File: config.mk
export PLATFORM = sky130hd
export DESIGN_NAME = mem_stage
export DESIGN_NICKNAME = d
export VERILOG_FILES = /design/src/rtl/mem_stage_pkg.sv /design/src/rtl/mem_stage_align.sv /design/src/rtl/mem_stage.sv
export SDC_FILE = /design/constraint.sdc
export NUM_CORES = 1
export LEC_CHECK = 0
export ABC_AREA = 0
export CAP_MARGIN = 40
export CORE_MARGIN = 2
export CORE_UTILIZATION = 40
export CTS_BUF_LIST = sky130_fd_sc_hd__clkbuf_4
export DETAILED_ROUTE_END_ITERATION = 6
export PLACE_DENSITY = 0.82
export SLEW_MARGIN = 20
export SYNTH_ARGS = -nofsm -noshare
export SYNTH_HDL_FRONTEND = slang
export SYNTH_SLANG_ARGS = --single-unit
File: constraint.sdc
create_clock -name clk -period 5.2 [get_ports clk]
set_input_delay 0.52 -clock clk [delete_from_list [all_inputs] [get_ports clk]]
set_output_delay 0.52 -clock clk [all_outputs]
set_load 0.01 [all_outputs]
File: src/rtl/mem_stage_pkg.sv
// Purpose: shared widths, op encodings, FSM states and MEM latch layout for the MEM stage.
// Latency: n/a (types, constants and pure helper functions only).
// Backpressure: n/a.
package mem_stage_pkg;

    localparam int DBITS     = 32;
    localparam int REGNOBITS = 5;
    localparam int IOPBITS   = 6;
    localparam int INSTBITS  = 32;

    // Decoded op encodings shared with DE/AGEX.
    localparam logic [IOPBITS-1:0] OP_ADD = 6'h00;
    localparam logic [IOPBITS-1:0] OP_SUB = 6'h01;
    localparam logic [IOPBITS-1:0] OP_AND = 6'h02;
    localparam logic [IOPBITS-1:0] OP_OR  = 6'h03;
    localparam logic [IOPBITS-1:0] OP_LB  = 6'h10;
    localparam logic [IOPBITS-1:0] OP_LH  = 6'h11;
    localparam logic [IOPBITS-1:0] OP_LW  = 6'h12;
    localparam logic [IOPBITS-1:0] OP_LBU = 6'h13;
    localparam logic [IOPBITS-1:0] OP_LHU = 6'h14;
    localparam logic [IOPBITS-1:0] OP_SB  = 6'h18;
    localparam logic [IOPBITS-1:0] OP_SH  = 6'h19;
    localparam logic [IOPBITS-1:0] OP_SW  = 6'h1A;

    typedef enum logic [1:0] {
        SZ_B,
        SZ_H,
        SZ_W
    } mem_size_e;

    typedef enum logic [1:0] {
        ST_IDLE,
        ST_REQ,
        ST_WAIT
    } mem_state_e;

    // MEM latch, packed MSB-first in this field order.
    typedef struct packed {
        logic                 valid;
        logic [DBITS-1:0]     result;
        logic [REGNOBITS-1:0] rd;
        logic                 wr_reg;
        logic [DBITS-1:0]     pc;
        logic [INSTBITS-1:0]  inst;
        logic                 misalign;
    } mem_latch_t;

    function automatic logic is_load(input logic [IOPBITS-1:0] op);
        return op inside {OP_LB, OP_LH, OP_LW, OP_LBU, OP_LHU};
    endfunction

    function automatic logic is_store(input logic [IOPBITS-1:0] op);
        return op inside {OP_SB, OP_SH, OP_SW};
    endfunction

    function automatic logic is_mem_op(input logic [IOPBITS-1:0] op);
        return is_load(op) || is_store(op);
    endfunction

    function automatic mem_size_e op_size(input logic [IOPBITS-1:0] op);
        mem_size_e sz;
        case (op)
            OP_LB, OP_LBU, OP_SB: sz = SZ_B;
            OP_LH, OP_LHU, OP_SH: sz = SZ_H;
            default:              sz = SZ_W;
        endcase
        return sz;
    endfunction

    function automatic logic op_signed(input logic [IOPBITS-1:0] op);
        return (op == OP_LB) || (op == OP_LH);
    endfunction

endpackage

File: src/rtl/mem_stage_align.sv
// Purpose: byte-enable generation, store-lane replication and load extract/extend.
// Latency: purely combinational.
// Backpressure: none; ports: op_i/ofs_i/wdata_i/rdata_i in, be_o/wdata_o/rdata_o out.
module mem_align
    import mem_stage_pkg::*;
(
    input  logic [IOPBITS-1:0] op_i,
    input  logic [1:0]         ofs_i,
    input  logic [31:0]        wdata_i,
    input  logic [31:0]        rdata_i,
    output logic [3:0]         be_o,
    output logic [31:0]        wdata_o,
    output logic [31:0]        rdata_o
);

    logic [31:0] shifted;

    always_comb begin
        be_o    = 4'hF;
        wdata_o = wdata_i;
        rdata_o = rdata_i;
        // Bring the addressed lane down to bit 0 before extending.
        shifted = rdata_i >> {ofs_i, 3'b000};
        case (op_size(op_i))
            SZ_B: begin
                be_o    = 4'b0001 << ofs_i;
                wdata_o = {4{wdata_i[7:0]}};
                rdata_o = op_signed(op_i) ? {{24{shifted[7]}}, shifted[7:0]}
                                          : {24'h0, shifted[7:0]};
            end
            SZ_H: begin
                be_o    = 4'b0011 << ofs_i;
                wdata_o = {2{wdata_i[15:0]}};
                rdata_o = op_signed(op_i) ? {{16{shifted[15]}}, shifted[15:0]}
                                          : {16'h0, shifted[15:0]};
            end
            default: begin
                be_o    = 4'hF;
                wdata_o = wdata_i;
                rdata_o = rdata_i;
            end
        endcase
    end

endmodule

File: src/rtl/mem_stage.sv
// Purpose: pipeline MEM stage; issues loads/stores to dmem, formats load data, drives MEM latch + forwarding.
// Latency: 1 cycle for non-memory/misaligned/immediately-accepted stores; loads wait for dmem_rvalid.
// Backpressure: mem_stall freezes upstream while a memory op is pending; dmem_* held stable until dmem_ready.
// Ports: clk/reset (async active-low); agex_* instruction in; dmem_* memory request/response;
//        mem_* registered MEM latch; fwd_* combinational forwarding view of the latch.
module mem_stage #(
    parameter int DBITS     = mem_stage_pkg::DBITS,     // only 32 supported
    parameter int REGNOBITS = mem_stage_pkg::REGNOBITS
) (
    input  logic                             clk,
    input  logic                             reset,
    input  logic                             agex_valid,
    input  logic [mem_stage_pkg::IOPBITS-1:0] agex_op,
    input  logic [DBITS-1:0]                 agex_addr,
    input  logic [DBITS-1:0]                 agex_wdata,
    input  logic [REGNOBITS-1:0]             agex_rd,
    input  logic                             agex_wr_reg,
    input  logic [DBITS-1:0]                 agex_pc,
    input  logic [mem_stage_pkg::INSTBITS-1:0] agex_inst,
    output logic                             mem_stall,
    output logic                             dmem_req,
    output logic                             dmem_we,
    output logic [DBITS-1:0]                 dmem_addr,
    output logic [3:0]                       dmem_be,
    output logic [DBITS-1:0]                 dmem_wdata,
    input  logic                             dmem_ready,
    input  logic                             dmem_rvalid,
    input  logic [DBITS-1:0]                 dmem_rdata,
    output logic                             mem_valid,
    output logic [DBITS-1:0]                 mem_result,
    output logic [REGNOBITS-1:0]             mem_rd,
    output logic                             mem_wr_reg,
    output logic [DBITS-1:0]                 mem_pc,
    output logic [mem_stage_pkg::INSTBITS-1:0] mem_inst,
    output logic                             mem_misalign,
    output logic [REGNOBITS-1:0]             fwd_rd,
    output logic                             fwd_wr_reg,
    output logic [DBITS-1:0]                 fwd_value
);

    import mem_stage_pkg::*;

    mem_state_e state_q, state_d;
    mem_latch_t latch_q, latch_d;
    mem_latch_t cap;

    logic             is_mem, is_st, misalign, go;
    logic             req, stall;
    logic [3:0]       be;
    logic [DBITS-1:0] st_data, ld_data;

    mem_align u_align (
        .op_i    (agex_op),
        .ofs_i   (agex_addr[1:0]),
        .wdata_i (agex_wdata),
        .rdata_i (dmem_rdata),
        .be_o    (be),
        .wdata_o (st_data),
        .rdata_o (ld_data)
    );

    always_comb begin
        is_mem = agex_valid && is_mem_op(agex_op);
        is_st  = is_store(agex_op);
        case (op_size(agex_op))
            SZ_H:    misalign = is_mem && agex_addr[0];
            SZ_W:    misalign = is_mem && (agex_addr[1:0] != 2'b00);
            default: misalign = 1'b0;
        endcase
        go = is_mem && !misalign;
    end

    // Default capture image; stores keep the effective address as result
    // but never write the register file.
    always_comb begin
        cap.valid    = 1'b1;
        cap.result   = agex_addr;
        cap.rd       = agex_rd;
        cap.wr_reg   = agex_wr_reg;
        cap.pc       = agex_pc;
        cap.inst     = agex_inst;
        cap.misalign = 1'b0;
    end

    always_comb begin
        state_d       = state_q;
        latch_d       = latch_q;
        latch_d.valid = 1'b0;      // bubble unless something completes
        req           = 1'b0;
        stall         = 1'b0;
        case (state_q)
            ST_IDLE: begin
                if (agex_valid) begin
                    if (go) begin
                        req = 1'b1;
                        if (dmem_ready && is_st) begin
                            latch_d        = cap;
                            latch_d.wr_reg = 1'b0;
                        end else begin
                            stall   = 1'b1;
                            state_d = dmem_ready ? ST_WAIT : ST_REQ;
                        end
                    end else if (misalign) begin
                        latch_d          = cap;
                        latch_d.result   = '0;
                        latch_d.wr_reg   = 1'b0;
                        latch_d.misalign = 1'b1;
                    end else begin
                        latch_d = cap;
                    end
                end
            end
            ST_REQ: begin
                req = 1'b1;
                if (dmem_ready && is_st) begin
                    latch_d        = cap;
                    latch_d.wr_reg = 1'b0;
                    state_d        = ST_IDLE;
                end else begin
                    stall = 1'b1;
                    if (dmem_ready) begin
                        state_d = ST_WAIT;
                    end
                end
            end
            ST_WAIT: begin
                if (dmem_rvalid) begin
                    latch_d        = cap;
                    latch_d.result = ld_data;
                    state_d        = ST_IDLE;
                end else begin
                    stall = 1'b1;
                end
            end
            default: state_d = ST_IDLE;
        endcase
    end

    always_ff @(posedge clk or negedge reset) begin
        if (!reset) begin
            state_q <= ST_IDLE;
            latch_q <= '0;
        end else begin
            state_q <= state_d;
            latch_q <= latch_d;
        end
    end

    // Gated by reset so request and stall drop the instant reset asserts,
    // even though the IDLE path is combinational from agex_*.
    assign dmem_req   = reset && req;
    assign mem_stall  = reset && stall;
    assign dmem_we    = dmem_req && is_st;
    assign dmem_addr  = {agex_addr[DBITS-1:2], 2'b00};
    assign dmem_be    = be;
    assign dmem_wdata = st_data;

    assign mem_valid    = latch_q.valid;
    assign mem_result   = latch_q.result;
    assign mem_rd       = latch_q.rd;
    assign mem_wr_reg   = latch_q.wr_reg;
    assign mem_pc       = latch_q.pc;
    assign mem_inst     = latch_q.inst;
    assign mem_misalign = latch_q.misalign;

    assign fwd_rd     = latch_q.rd;
    assign fwd_wr_reg = latch_q.valid && latch_q.wr_reg;
    assign fwd_value  = latch_q.result;

endmodule

==> summary.md <==
The tools report the core outline area as 0.0210 mm². At the end of the flow the core is filled with cells to 57.8%. The worst setup path is captured at an output port. The post-CTS setup-driven buffer insertion count is 0. Number of flops mapped to enable cells by yosys: 0. The worst path uses 74.7% of the clock period.

Once detailed placement completed, the half-perimeter wirelength came to 23200 µm. The number of top-level pins is 390, and the worst reg-to-reg setup slack is 2420 ps. The first global-routing pass estimated 49400 µm of wire. The total of cells resized after clock tree synthesis was 0; the detailed router's first-iteration violation count was 845. After synthesis, the largest area contributor takes up 31.2% of total cell area.

The count of maximum capacitance violations is 0, and the async set-or-reset flop fraction in the synthesized netlist is 100%. After synthesis the cells add up to 0.00851 mm². The die covers 0.0224 mm². The power per standard cell area came out at 228 mW/mm².

For this run, the leading register cell type out of synthesis is dfrtp_1. The logs give 0.000168 V for the maximum VDD drop and 0 ps for the final total negative setup slack. Of all cell types, the one taking the most synthesized area is dfrtp_1. The via count of the routed design came out at 9466.

Traced cell by cell, the critical path runs through clkdlybuf4s50_1, or4b_4, o21a_1, a222oi_1, inv_1, clkdlybuf4s50_1. After floorplanning, the core was divided into 53 placement rows. The H-tree was split into 3 levels. Routability-driven placement finished with a final weighted congestion of 0.840. The number of I/O port buffers was 387; the cell count after synthesis was 1010.

After clock tree synthesis, the clock-pin slew on the worst setup and hold paths is 210 ps. The post-synthesis register bit count is 106, and the number of buffers on the longest clock path is 2. The post-route DRC violation count is 0, and the number of detailed-route iterations in the first pass is 5.

Yosys printed 0 warnings. Critical path data required time: 4680 ps. For the worst flop-to-flop path, the logic depth is 6.

The mux cell area share after synthesis is 3.32%. The share of the yosys chip area belonging to registers came out at 31.2%. Setup repair after global routing left no endpoint under its margin.

After synthesis, the cell types taking the most area are dfrtp_1 31%, a2bb2oi_1 7.8%, a21oi_1 7.5%, a221oi_1 7.2%, buf_4 7.1%. For the pin with the worst max-slew slack, the measured transition is 807 ps. TritonCTS built the clock tree.

For the number of antenna violations at the first check in global routing, the log shows 2. The tools report the net total in the final layout as 1424. Across the routed clock network, the largest skew measured is 33.3 ps.

The tools report the post-route antenna net violation count as 0. On the final layout, the worst hold slack is 424 ps. By instance count, the cell type seen most on the critical path is clkdlybuf4s50_1. The total overflow left after global routing is 0. In this run switching power makes up 36.3% of total power. The post-synthesis share of cell area spent on and, or, nand and nor gates came out at 7.38%. The ratio of cells with drive above 1 in the final layout came out at 6.31%.

Dividing the detail-routed wire length by the instance count gives 21.2 µm. The width of the die was 150 µm; the post-synthesis xor/xnor area fraction was 0%. The die span in y is 150 µm. The total leakage power was 4.60 nW. The later-pin clock latency in the skew report came out at 520 ps.

Summing the areas of all compound-gate instances in the mapped netlist gives 43.8% of the synthesized area. The tools report the number of global-route vias before repair as 8868. The most frequent cell after synthesis was a21oi_1.

The part of the power in combinational logic was 44.7%. For the worst setup path, the data arrival time is 3360 ps. The main combinational cell family by area after synthesis is compound AO/OA/AOI/OAI gates. The distinct cell type count of the synthesized netlist was 62; the effective utilization at floorplan was 40.6%.

The tools report the power spent charging and discharging nets as 1.00 mW. In this run the worst hold path is classified as in2async. The tools report the count of pins over their slew limit as 0. Sequential cells burn 39.1% of the power. The maximum operating frequency is 0.257 GHz, and the largest net degree at the start of global routing is 147. Clock tree synthesis inserted a total of 9 buffers. The clock network accounts for 16.2% of the total power. For the total routing usage reported by global routing, the log shows 27.5%. In this run the critical register-to-register path is launched from state_q[1].

Type of the setup path with the least slack: in2out. The total wire length was 32400 µm. Sorting the synthesized cells by how often they occur yields 127 x a21oi_1, 106 x dfrtp_1, 80 x buf_4. The worst register-to-register path ends at mem_pc[8]. The tools report the total power draw as 2.76 mW.

For this design, the sink count on the clock tree is 106. The routed via count divided by cell count is 6.19. STA classifies the critical path startpoint as an input pin. Of the total synthesized cell area, the portion taken by full adders, half adders and majority gates is 0%. The flow ran to the end, and the final reports show no timing, DRC or antenna violations. The synthesis-to-layout area growth is 42.4%, and the final number of setup-violating endpoints is 0.

The shortest clock period the worst path allows after layout came out at 3880 ps. The root cell of the clock tree was clkbuf_4. Measured against its own limit, the worst slew margin works out to 46.2%. The most critical setup path has its startpoint at agex_op[1]. In this run the worst path has a maximum fanout of 19. The number of failing hold endpoints at the final stage is 0, and the post-synthesis area per instance is 8.42 µm². The internal power of the cells totals 1.76 mW. The delay of the slowest cell on the worst path works out to 750 ps.

The slowest stage of the critical path belongs to the cell or4b_4.
-- cell families (layout without fill, tap and decap cells) --
family	Yosys count	after routing
AOI/OAI and AO/OA	535	535
buffers and inverters	215	456
DFF	106	106
muxes	25	25
other	1	4
and+or+nand+nor	128	128
-- power by group through the flow --
stage               clock (mW)  sequential, mW  combinational [mW]
floorplan                    0            1.12               0.560
CTS                      0.460            1.08                1.23
detailed placement           0            1.09                1.23
finish                   0.447            1.08                1.24
global placement             0            1.09                1.20
global route             0.489            1.10                1.33
-- timing repair --
action,CTS,global route
hold buffers,1,0
endpoints found under the setup margin,0,0
endpoints found under the hold margin,22,0
-- stage by stage --
stage	std cells	setup slack (ps)	area [µm²]
finish	1529	1320	12100
global route	1528	1150	12100
CTS	1524	1280	12100
detailed placement	1507	1260	11900
global placement	1503	1290	11800
floorplan	1011	2470	8510
-- layout by cell type, fill, tap and decap left out, drive strengths merged, types with 4 or more instances in the layout --
cell type      Yosys  routed
nand4              8       8
nor2b              4       4
a2bb2oi           76      76
a221oi            70      70
buf              117      24
a211oi            10      10
o21ai             84      84
mux2              16      16
o22ai             19      19
a22oi             21      21
o221ai             8       8
a31oi             16      16
and2               4       4
nand2             62      62
dfrtp            106     106
clkbuf            69      10
a222oi             8       8
mux2i              8       8
nor2              25      25
clkdlybuf4s50      0     386
o21bai            23      23
a32oi             16      16
o31ai             18      18
inv               29      32
o21a              11      11
a21oi            129     129
o211ai            15      15
nand2b             4       4
-- area by class of cell --
class / instances / area (µm²)
Clock buffer: 10 / 75.1
Fill cell: 1876 / 8840
Antenna cell: 2 / 5.00
Timing Repair Buffer: 411 / 4150
Inverter: 29 / 109
Multi-Input combinational cell: 690 / 4710
Clock inverter: 6 / 60.1
Tap cell: 275 / 344
Sequential cell: 106 / 2650
-- critical path: cells and delay by family --
| kind | cells | cell delay, ps |
|---|---|---|
| compound gates | 2 | 900 |
| buf+inv | 3 | 1190 |
| simple gates | 1 | 750 |
-- metal layers --
metal	global-route usage, %	wire (µm)	vias to the layer above
met5	0	0	-
met4	9.20	785	0
met3	6.40	3290	58
met2	45.0	15500	550
met1	35.9	12800	4531
li1	-	-	4327
-- worst max-delay path by stage --
| stage | slack, ps | endpoint | depth (start not counted) |
|---|---|---|---|
| detailed placement | 1260 | mem_stall | 7 |
| global route | 1150 | dmem_we | 7 |
| finish | 1320 | dmem_wdata[30] | 6 |
| CTS | 1280 | mem_stall | 7 |
| global placement | 1290 | fwd_value[25] | 7 |
| floorplan | 2470 | dmem_be[1] | 7 |
(Power assumes the default switching activity.)
